===== config.mk =====
export PLATFORM = sky130hd
export DESIGN_NAME = tx_arq_ctrl
export DESIGN_NICKNAME = d
export VERILOG_FILES = /design/src/rtl/tx_arq_ctrl.sv
export SDC_FILE = /design/constraint.sdc
export NUM_CORES = 1
export LEC_CHECK = 0
export BUFFER_PORTS_ARGS = -buffer_cell sky130_fd_sc_hd__buf_2
export CAP_MARGIN = 20
export CORE_MARGIN = 8
export CORE_UTILIZATION = 55
export DETAILED_ROUTE_END_ITERATION = 7
export GPL_TIMING_DRIVEN = 0
export PLACE_DENSITY = 0.84
export SLEW_MARGIN = 0
export SYNTH_ARGS = -nofsm -noshare
export SYNTH_HDL_FRONTEND = slang
export SYNTH_SLANG_ARGS = --single-unit

===== constraint.sdc =====
create_clock -name clk_6M -period 3.05 [get_ports clk_6M]
set_input_delay 0.1525 -clock clk_6M [delete_from_list [all_inputs] [get_ports clk_6M]]
set_output_delay 0.1525 -clock clk_6M [all_outputs]
set_load 0.02 [all_outputs]

===== src/rtl/tx_arq_ctrl.sv =====
// tx_arq_ctrl: transmit-side ARQ controller.
// - Runs the SEQN/ARQN handshake over a 2-slot payload ring.
// - Decides the packet type at every own TX slot.
// - Handles host flushes, automatic flush after MAX_RETX retransmits, and
//   peer FLOW stop.
module tx_arq_ctrl #(
    parameter int MAX_RETX = 15
) (
    input  logic       clk_6M,
    input  logic       rstz,
    input  logic       conn_new_p,
    input  logic       tx_slot_p,
    input  logic       rx_hdr_valid_p,
    input  logic       rx_ARQN,
    input  logic       rx_FLOW,
    input  logic       host_load_p,
    input  logic       flush_p,
    output logic       tx_SEQN,
    output logic [1:0] tx_type,
    output logic       tx_slot_sel,
    output logic       buf_free,
    output logic       tx_done_p,
    output logic       flush_done_p,
    output logic       load_ovf_p
);

    localparam logic [3:0] MAX_R = 4'(MAX_RETX);

    typedef enum logic [1:0] {S_EMPTY, S_PEND, S_WAIT} st_t;

    st_t        st, st_nxt;
    logic       head, head_nxt, tail, tail_nxt;
    logic [1:0] occ, occ_nxt;
    logic [3:0] retx_cnt, retx_nxt;
    logic       flow_ok, flow_nxt, flush_pend, fpend_nxt;
    logic       seqn_nxt, sel_nxt, done_nxt, fdone_nxt, ovf_nxt;
    logic [1:0] type_nxt;

    assign buf_free = (occ != 2'd2);

    // State and registered outputs; outputs only move when the decision logic says so.
    always_ff @(posedge clk_6M or negedge rstz) begin
        if (!rstz) begin
            st           <= S_EMPTY;
            head         <= 1'b0;
            tail         <= 1'b0;
            occ          <= 2'd0;
            retx_cnt     <= 4'd0;
            flow_ok      <= 1'b1;
            flush_pend   <= 1'b0;
            tx_SEQN      <= 1'b1;
            tx_type      <= 2'd0;
            tx_slot_sel  <= 1'b0;
            tx_done_p    <= 1'b0;
            flush_done_p <= 1'b0;
            load_ovf_p   <= 1'b0;
        end else begin
            st           <= st_nxt;
            head         <= head_nxt;
            tail         <= tail_nxt;
            occ          <= occ_nxt;
            retx_cnt     <= retx_nxt;
            flow_ok      <= flow_nxt;
            flush_pend   <= fpend_nxt;
            tx_SEQN      <= seqn_nxt;
            tx_type      <= type_nxt;
            tx_slot_sel  <= sel_nxt;
            tx_done_p    <= done_nxt;
            flush_done_p <= fdone_nxt;
            load_ovf_p   <= ovf_nxt;
        end
    end

    // Same-cycle events applied in order: rx header, flush, slot decision, host load.
    always_comb begin
        st_nxt    = st;
        head_nxt  = head;
        tail_nxt  = tail;
        occ_nxt   = occ;
        retx_nxt  = retx_cnt;
        flow_nxt  = flow_ok;
        fpend_nxt = flush_pend | flush_p;
        seqn_nxt  = tx_SEQN;
        type_nxt  = tx_type;
        sel_nxt   = tx_slot_sel;
        done_nxt  = 1'b0;
        fdone_nxt = 1'b0;
        ovf_nxt   = 1'b0;

        if (conn_new_p) begin
            st_nxt    = S_EMPTY;
            head_nxt  = 1'b0;
            tail_nxt  = 1'b0;
            occ_nxt   = 2'd0;
            retx_nxt  = 4'd0;
            flow_nxt  = 1'b1;
            fpend_nxt = 1'b0;
            seqn_nxt  = 1'b1;
        end else begin
            // Peer response: FLOW always latched, ACK releases an outstanding head.
            if (rx_hdr_valid_p) begin
                flow_nxt = rx_FLOW;
                if (st == S_WAIT && rx_ARQN) begin
                    head_nxt = ~head;
                    occ_nxt  = occ - 2'd1;
                    retx_nxt = 4'd0;
                    done_nxt = 1'b1;
                    st_nxt   = (occ_nxt != 2'd0) ? S_PEND : S_EMPTY;
                end
            end
            if (tx_slot_p) begin
                // Host flush or retransmit limit discards the head before deciding.
                if (fpend_nxt || (st_nxt == S_WAIT && retx_nxt >= MAX_R)) begin
                    fdone_nxt = 1'b1;
                    fpend_nxt = 1'b0;
                    if (st_nxt != S_EMPTY) begin
                        head_nxt = ~head_nxt;
                        occ_nxt  = occ_nxt - 2'd1;
                        retx_nxt = 4'd0;
                        st_nxt   = (occ_nxt != 2'd0) ? S_PEND : S_EMPTY;
                    end
                end
                if (!flow_nxt || st_nxt == S_EMPTY) begin
                    type_nxt = 2'd0;
                end else if (st_nxt == S_PEND) begin
                    seqn_nxt = ~tx_SEQN;
                    type_nxt = 2'd1;
                    sel_nxt  = head_nxt;
                    st_nxt   = S_WAIT;
                end else begin
                    type_nxt = 2'd2;
                    sel_nxt  = head_nxt;
                    if (retx_nxt != 4'hF) retx_nxt = retx_nxt + 4'd1;
                end
            end
            // Host load sees post-release occupancy, so load+ACK keeps occ steady.
            if (host_load_p) begin
                if (occ_nxt != 2'd2) begin
                    tail_nxt = ~tail_nxt;
                    occ_nxt  = occ_nxt + 2'd1;
                    if (st_nxt == S_EMPTY) st_nxt = S_PEND;
                end else begin
                    ovf_nxt = 1'b1;
                end
            end
        end
    end

endmodule


Yosys cells after proc, flatten, opt, wreduce, memory -nomap -nowiden

Cells that the tools add are included.
Widths: inputs -> output; s select.

Flip-flop bits (word level): 18
Output and inout bits: 8
Word-level logic and storage cells: 112
Input port bits: 9

Add/sub/neg operators: 4
Equality and inequality tests: 7
Bitwise operators: 6
Mux-type cells: 67
Reductions and logical operators: 15
Order comparisons: 1

Operators by type and width:

| operator            | number |
|---|---|
| $mux 2              | 27 |
| $mux 4              | 12 |
| $mux 1              | 28 |
| $reduce_bool 2->1   | 5 |
| $ne 2x2->1 const B  | 3 |
| $reduce_and 3->1    | 2 |
| $not 1->1           | 5 |
| $add 4x1->4 const B | 1 |
| $eq 2x2->1 const B  | 2 |
| $ge 4x4->1 const B  | 1 |
| $logic_not 2->1     | 2 |
| $ne 4x4->1 const B  | 1 |
| $sub 2x1->2 const B | 2 |
| $add 2x1->2 const B | 1 |
| $eq 2x1->1 const B  | 1 |
| $logic_and 1x1->1   | 2 |
| $logic_or 1x1->1    | 2 |
| $reduce_and 2->1    | 1 |
| $logic_not 1->1     | 1 |
| $or 1x1->1          | 1 |

Logic depth before layout (Yosys ltp)

Word-level depth: 22
Mapped depth: 12
Gate-level depth less buffers: 11

Worst setup path after synthesis

Ideal clock, no wire load.

Path kind: reg-to-reg
From: reg st[0]
To: reg retx_cnt[1]
Stages on the path, launching flop included: 11
Clock period less this slack: 2.550 ns
Library setup time: 0.121 ns
Required time: 2.929 ns
Buffers on the path: 1
Data arrival time: 2.429 ns
Path slack: 0.500 ns
Cell sequence: dfrtp_1 -> nand2b_1 -> o31a_1 -> or2_1 -> buf_6 -> and3_1 -> ha_1 -> and3_2 -> nand3b_1 -> and4b_1 -> a22o_1

Longest elaborated chain between the ends: 17
Elaborated cells on any way between the ends: 37
Classes of those cells: add/sub: 2; order compare: 1; eq/ne: 4; mux: 23; reduce/logical: 7

Ends and longest elaborated chain:

| item                                                   | line     | text |
|---|---|---|
| from (decl)                                            | 31       | `st_t st, st_nxt;` |
| from (signal assigned)                                 | 58       | `st <= st_nxt;` |
| $eq 2x2->1                                             | 103      | `if (st == S_WAIT && rx_ARQN) begin` |
| $logic_and 1x1->1                                      | 103      |  |
| $mux 4 or $mux 2 (tied branches)                       | 103      |  |
| $mux 4 or $mux 2 (tied branches)                       | 101      | `if (rx_hdr_valid_p) begin` |
| $mux 4 or $mux 2 (tied branches)                       | 90       | `if (conn_new_p) begin` |
| $ge 4x4->1, or another cell as far along               | 113      | `if (fpend_nxt \|\| (st_nxt == S_WAIT && retx_nxt >= MAX_R)) begin` |
| $logic_and 1x1->1 or $reduce_bool 2->1 (tied branches) | 113, 120 |  |
| $logic_or 1x1->1 or $mux 1 (tied branches)             | 113, 120 |  |
| [... 2 more ...]                                       | n/a      |  |
| $mux 4 or $mux 2 (tied branches)                       | 90, 111  |  |
| $add 4x1->4, or another cell as far along              | 133      | `if (retx_nxt != 4'hF) retx_nxt = retx_nxt + 4'd1;` |
| $mux 4, or another cell as far along                   | 133      |  |
| $mux 4 or $logic_or 1x1->1 (tied branches)             | 125, 123 |  |
| $mux 4                                                 | 123      | `if (!flow_nxt \|\| st_nxt == S_EMPTY) begin` |
| $mux 4 *                                               | 111      | `if (tx_slot_p) begin` |
| $mux 4 *                                               | 90       |  |
| via retx_nxt[1]                                        | 34       | `logic [3:0] retx_cnt, retx_nxt;` |
| to (signal assigned)                                   | 62       | `retx_cnt <= retx_nxt;` |
| to (decl)                                              | 34       |  |

Mark *: on every way through the listed nets, which the timed path passes. The rest lies on a longest branch. The select of a mux whose other input is x is not followed.
A chain may end at the register's enable or synchronous reset.

Worst setup path in the final report

Same ends and word-level chain as after synthesis.

==> flow_summary.ini <==
[clock_network]
tritoncts = built
clock_tree.htree_level_count = 1
cts_root_buffer = clkbuf_4
clock-sinks = 18
cts_inserted_buffers = 3
clock_tree.buffer_depth = 2
cts-resized-gates = 0
cts.reportedPaths.clkPinSlew_ns = 0.11
clock_latency_ns = 0.30

[power]
power_frac_seq = 0.399
total_switching_power_mw = 0.259
power.leakage_nw = 0.687
vdd.ir_drop.worst_uv = 325
clock_power_share = 0.214
power.density_cell_area_mw_per_mm2 = 473
comb_power_share = 0.387
switching_share = 0.363
power.internal_mw = 0.455

[route]
vias_per_cell = 6.11
finalWirelength_mm = 3.19
post_detailed_route_count_of_antenna_violating_nets = 0
drtPass1Iterations = 4
detail_route.drc_violations = 0
avgRoutedWirePerCell_um = 16.7
initialDrtViolationCount = 46
routed-via-count = 1167

[yosys]
synth-adder-area-share = 0.0556
synth_top_family_by_area = simple AND/OR/NAND/NOR gates
synthMuxAreaShare = 0.0232
syn_area_per_cell_um2 = 9.57
synth_warnings = 0
synth_seq_area_share = 0.335
synthArstFlopShare = 1.00
mappedNetlistArea_mm2 = 0.00135
synth_enable_flop_cells = 0
post_synth_and_or_nand_nor_area_fraction = 0.284
synthesized_instance_count = 141
synth_seq_cells = 18
synth_compound_area_frac = 0.216
xor_xnor_share_of_the_synthesized_area = 0.0324
synth_cell_type_count = 59
postSynthNetCount = 156
synthFlopType = dfrtp_1

[sta]
rsz0062_at_grt = no
final.setup_skew_ns = 0.00149
setup_slack_ns = 0.253
worst_slew_margin_rel = 0.620
timing.final.max_slew_violations = 0
max_fclk_mhz = 358
setup_total_negative_slack_ns = 0
layout_min_cycle_time_ns = 2.80
max_slew.worst_pin.slew_ns = 0.569
hold_viol = 0
post-route-period-util = 0.917
timing.final.setup_violations = 0

[worst_hold_path]
hold-path-cell-count = 3
hold_path.class = in2reg

[job]
maxCapViolCount = 0

[grt]
antenna_found_initial = 0
via_count_of_the_first_global_routing_pass = 1140
globalRouteTotalUtil = 0.165
first_pass_grt_wire_length_mm = 5.63
grt_start_max_net_pins = 19
grt_remaining_overflow = 0

[cells_and_area]
commonest_cells_after_routing_fill_and_taps_aside = buf_2, dfrtp_1, nand2_1, nor2_1
areaGrowthSynthToFinish_pct = 11.8
nNetsFinal = 177
fin_cells = 191
final_cell_area_mm2 = 0.00151
insertedDiodeCount = 0
drive_above_1_share = 0.242

[worst_setup_path]
worst_ep_arrival_time_ns = 2.99
setup.worst_path.end_class = register
critical_path_class = reg2reg
cp_data_required_time_ns = 3.25
critical_path_peak_fanout = 7
worstRegToRegCells = 10
crit_path_start_kind = register

[floorplanning]
die_h_um = 65.5
core_area_mm2 = 0.00241
fp.dieW_um = 65.5
die_outline_area_mm2 = 0.00430
initial_core_util = 0.560
io_pins = 17
std_cell_rows = 18

[placed_design]
dp_cells = 186
place_ws_ns = 0.300
total_cell_area_at_the_placement_stage_mm2 = 0.00146
place.gp.congestion = 0.955
port-buffer-count = 15
dp.final_hpwl_mm = 2.40

[outcome]
outcome = finished, final reports clean
==> critical path, cell delays in order, from the launching register on <==
cell	delay (ns)
dfrtp_1	0.42
nand2b_1	0.24
o31a_1	0.37
or2_1	0.26
buf_6	0.14
and3_1	0.17
ha_1	0.21
and3_2	0.25
nand3b_1	0.17
and4b_1	0.24
a22o_1	0.23
==> flip-flops by register name (all words and copies together), names as in the netlist <==
register and count:
tx_SEQN 1, tx_done_p 1, head 1, load_ovf_p 1, st 2, tx_slot_sel 1
flow_ok 1, tx_type 2, flush_done_p 1, occ 2, flush_pend 1, retx_cnt 4
==> final cells by class <==
class,instances,area (um^2)
Buffer,7,50.0
Clock buffer,4,36.3
Fill cell,204,901
Inverter,6,22.5
Multi-Input combinational cell,110,825
Sequential cell,18,453
Tap cell,30,37.5
Timing Repair Buffer,16,85.1
==> worst paths after layout <==
path / slack (ns) / from / to
setup / recovery: 0.25 / st[0] / retx_cnt[1]
hold / removal: 0.18 / conn_new_p / tx_SEQN
setup reg to reg: 0.25 / st[0] / retx_cnt[1]
hold reg to reg: 0.48 / tx_type[1] / tx_type[1]
max in group asynchronous: 2.41 / rstz / tx_SEQN
min in group asynchronous: 0.31 / rstz / tx_type[0]
==> synth_stat cells, drive strengths merged (2+ instances only) <==
cell     instances  area share
nor2b            3       0.014
o21ai            6       0.025
dfstp            2       0.039
nand4b           2       0.018
mux2i            2       0.015
or2              3       0.014
and2             2       0.011
buf              5       0.032
nand3b           3       0.026
a2111oi          2       0.014
inv              6       0.017
a31oi            2      0.0093
dfrtp           16        0.30
nand4            3       0.025
nand3            4       0.015
xnor2            3       0.019
and3             3       0.015
xor2             2       0.013
ha               6       0.056
nor2             9       0.025
o31ai            6       0.044
nor3             4       0.015
a211o            2       0.014
o21a             3       0.017
and4b            2       0.015
nand2b           3       0.014
nand2           13       0.036
a21oi            3       0.011
clkbuf           2      0.0056
o211ai           4       0.026
==> power groups by stage <==
| stage | Sequential [mW] | Clock, mW | Combinational [mW] |
|---|---|---|---|
| floorplan | 0.302 | 0 | 0.189 |
| global placement | 0.287 | 0 | 0.268 |
| detailed placement | 0.290 | 0 | 0.275 |
| CTS | 0.285 | 0.156 | 0.279 |
| global route | 0.289 | 0.168 | 0.313 |
| finish | 0.285 | 0.152 | 0.277 |
==> per-stage QoR <==
step                utilization  total power, mW  hold WS [ns]
finish                    0.626            0.714         0.176
CTS                       0.626            0.719         0.167
detailed placement        0.607            0.565         0.114
global route              0.626            0.770         0.179
global placement          0.607            0.555         0.111
floorplan                     -            0.491        -0.143
==> per-layer routing <==
metal | vias up | part of all wire | global-route usage
met1 | 545 | 0.45 | 0.225
li1 | 571 | - | -
met4 | 0 | 0.011 | 0.0463
met2 | 46 | 0.47 | 0.257
met3 | 5 | 0.066 | 0.0323
met5 | - | 0 | 0
==> timing repair <==
action,4_1_cts,5_1_grt
hold buffers,1,0
endpoints found under the setup margin,0,0
hold endpoints to repair,16,0
buffers inserted,0,0
==> logic make-up after synthesis <==
logic type	Yosys count
flip-flops	18
multiplexers	3
adder cells (fa/ha/maj)	6
AO/OA/AOI/OAI	36
AND/OR/NAND/NOR	60
buffers and inverters	13
XOR/XNOR	5
Power figures use the tool's default switching activity.
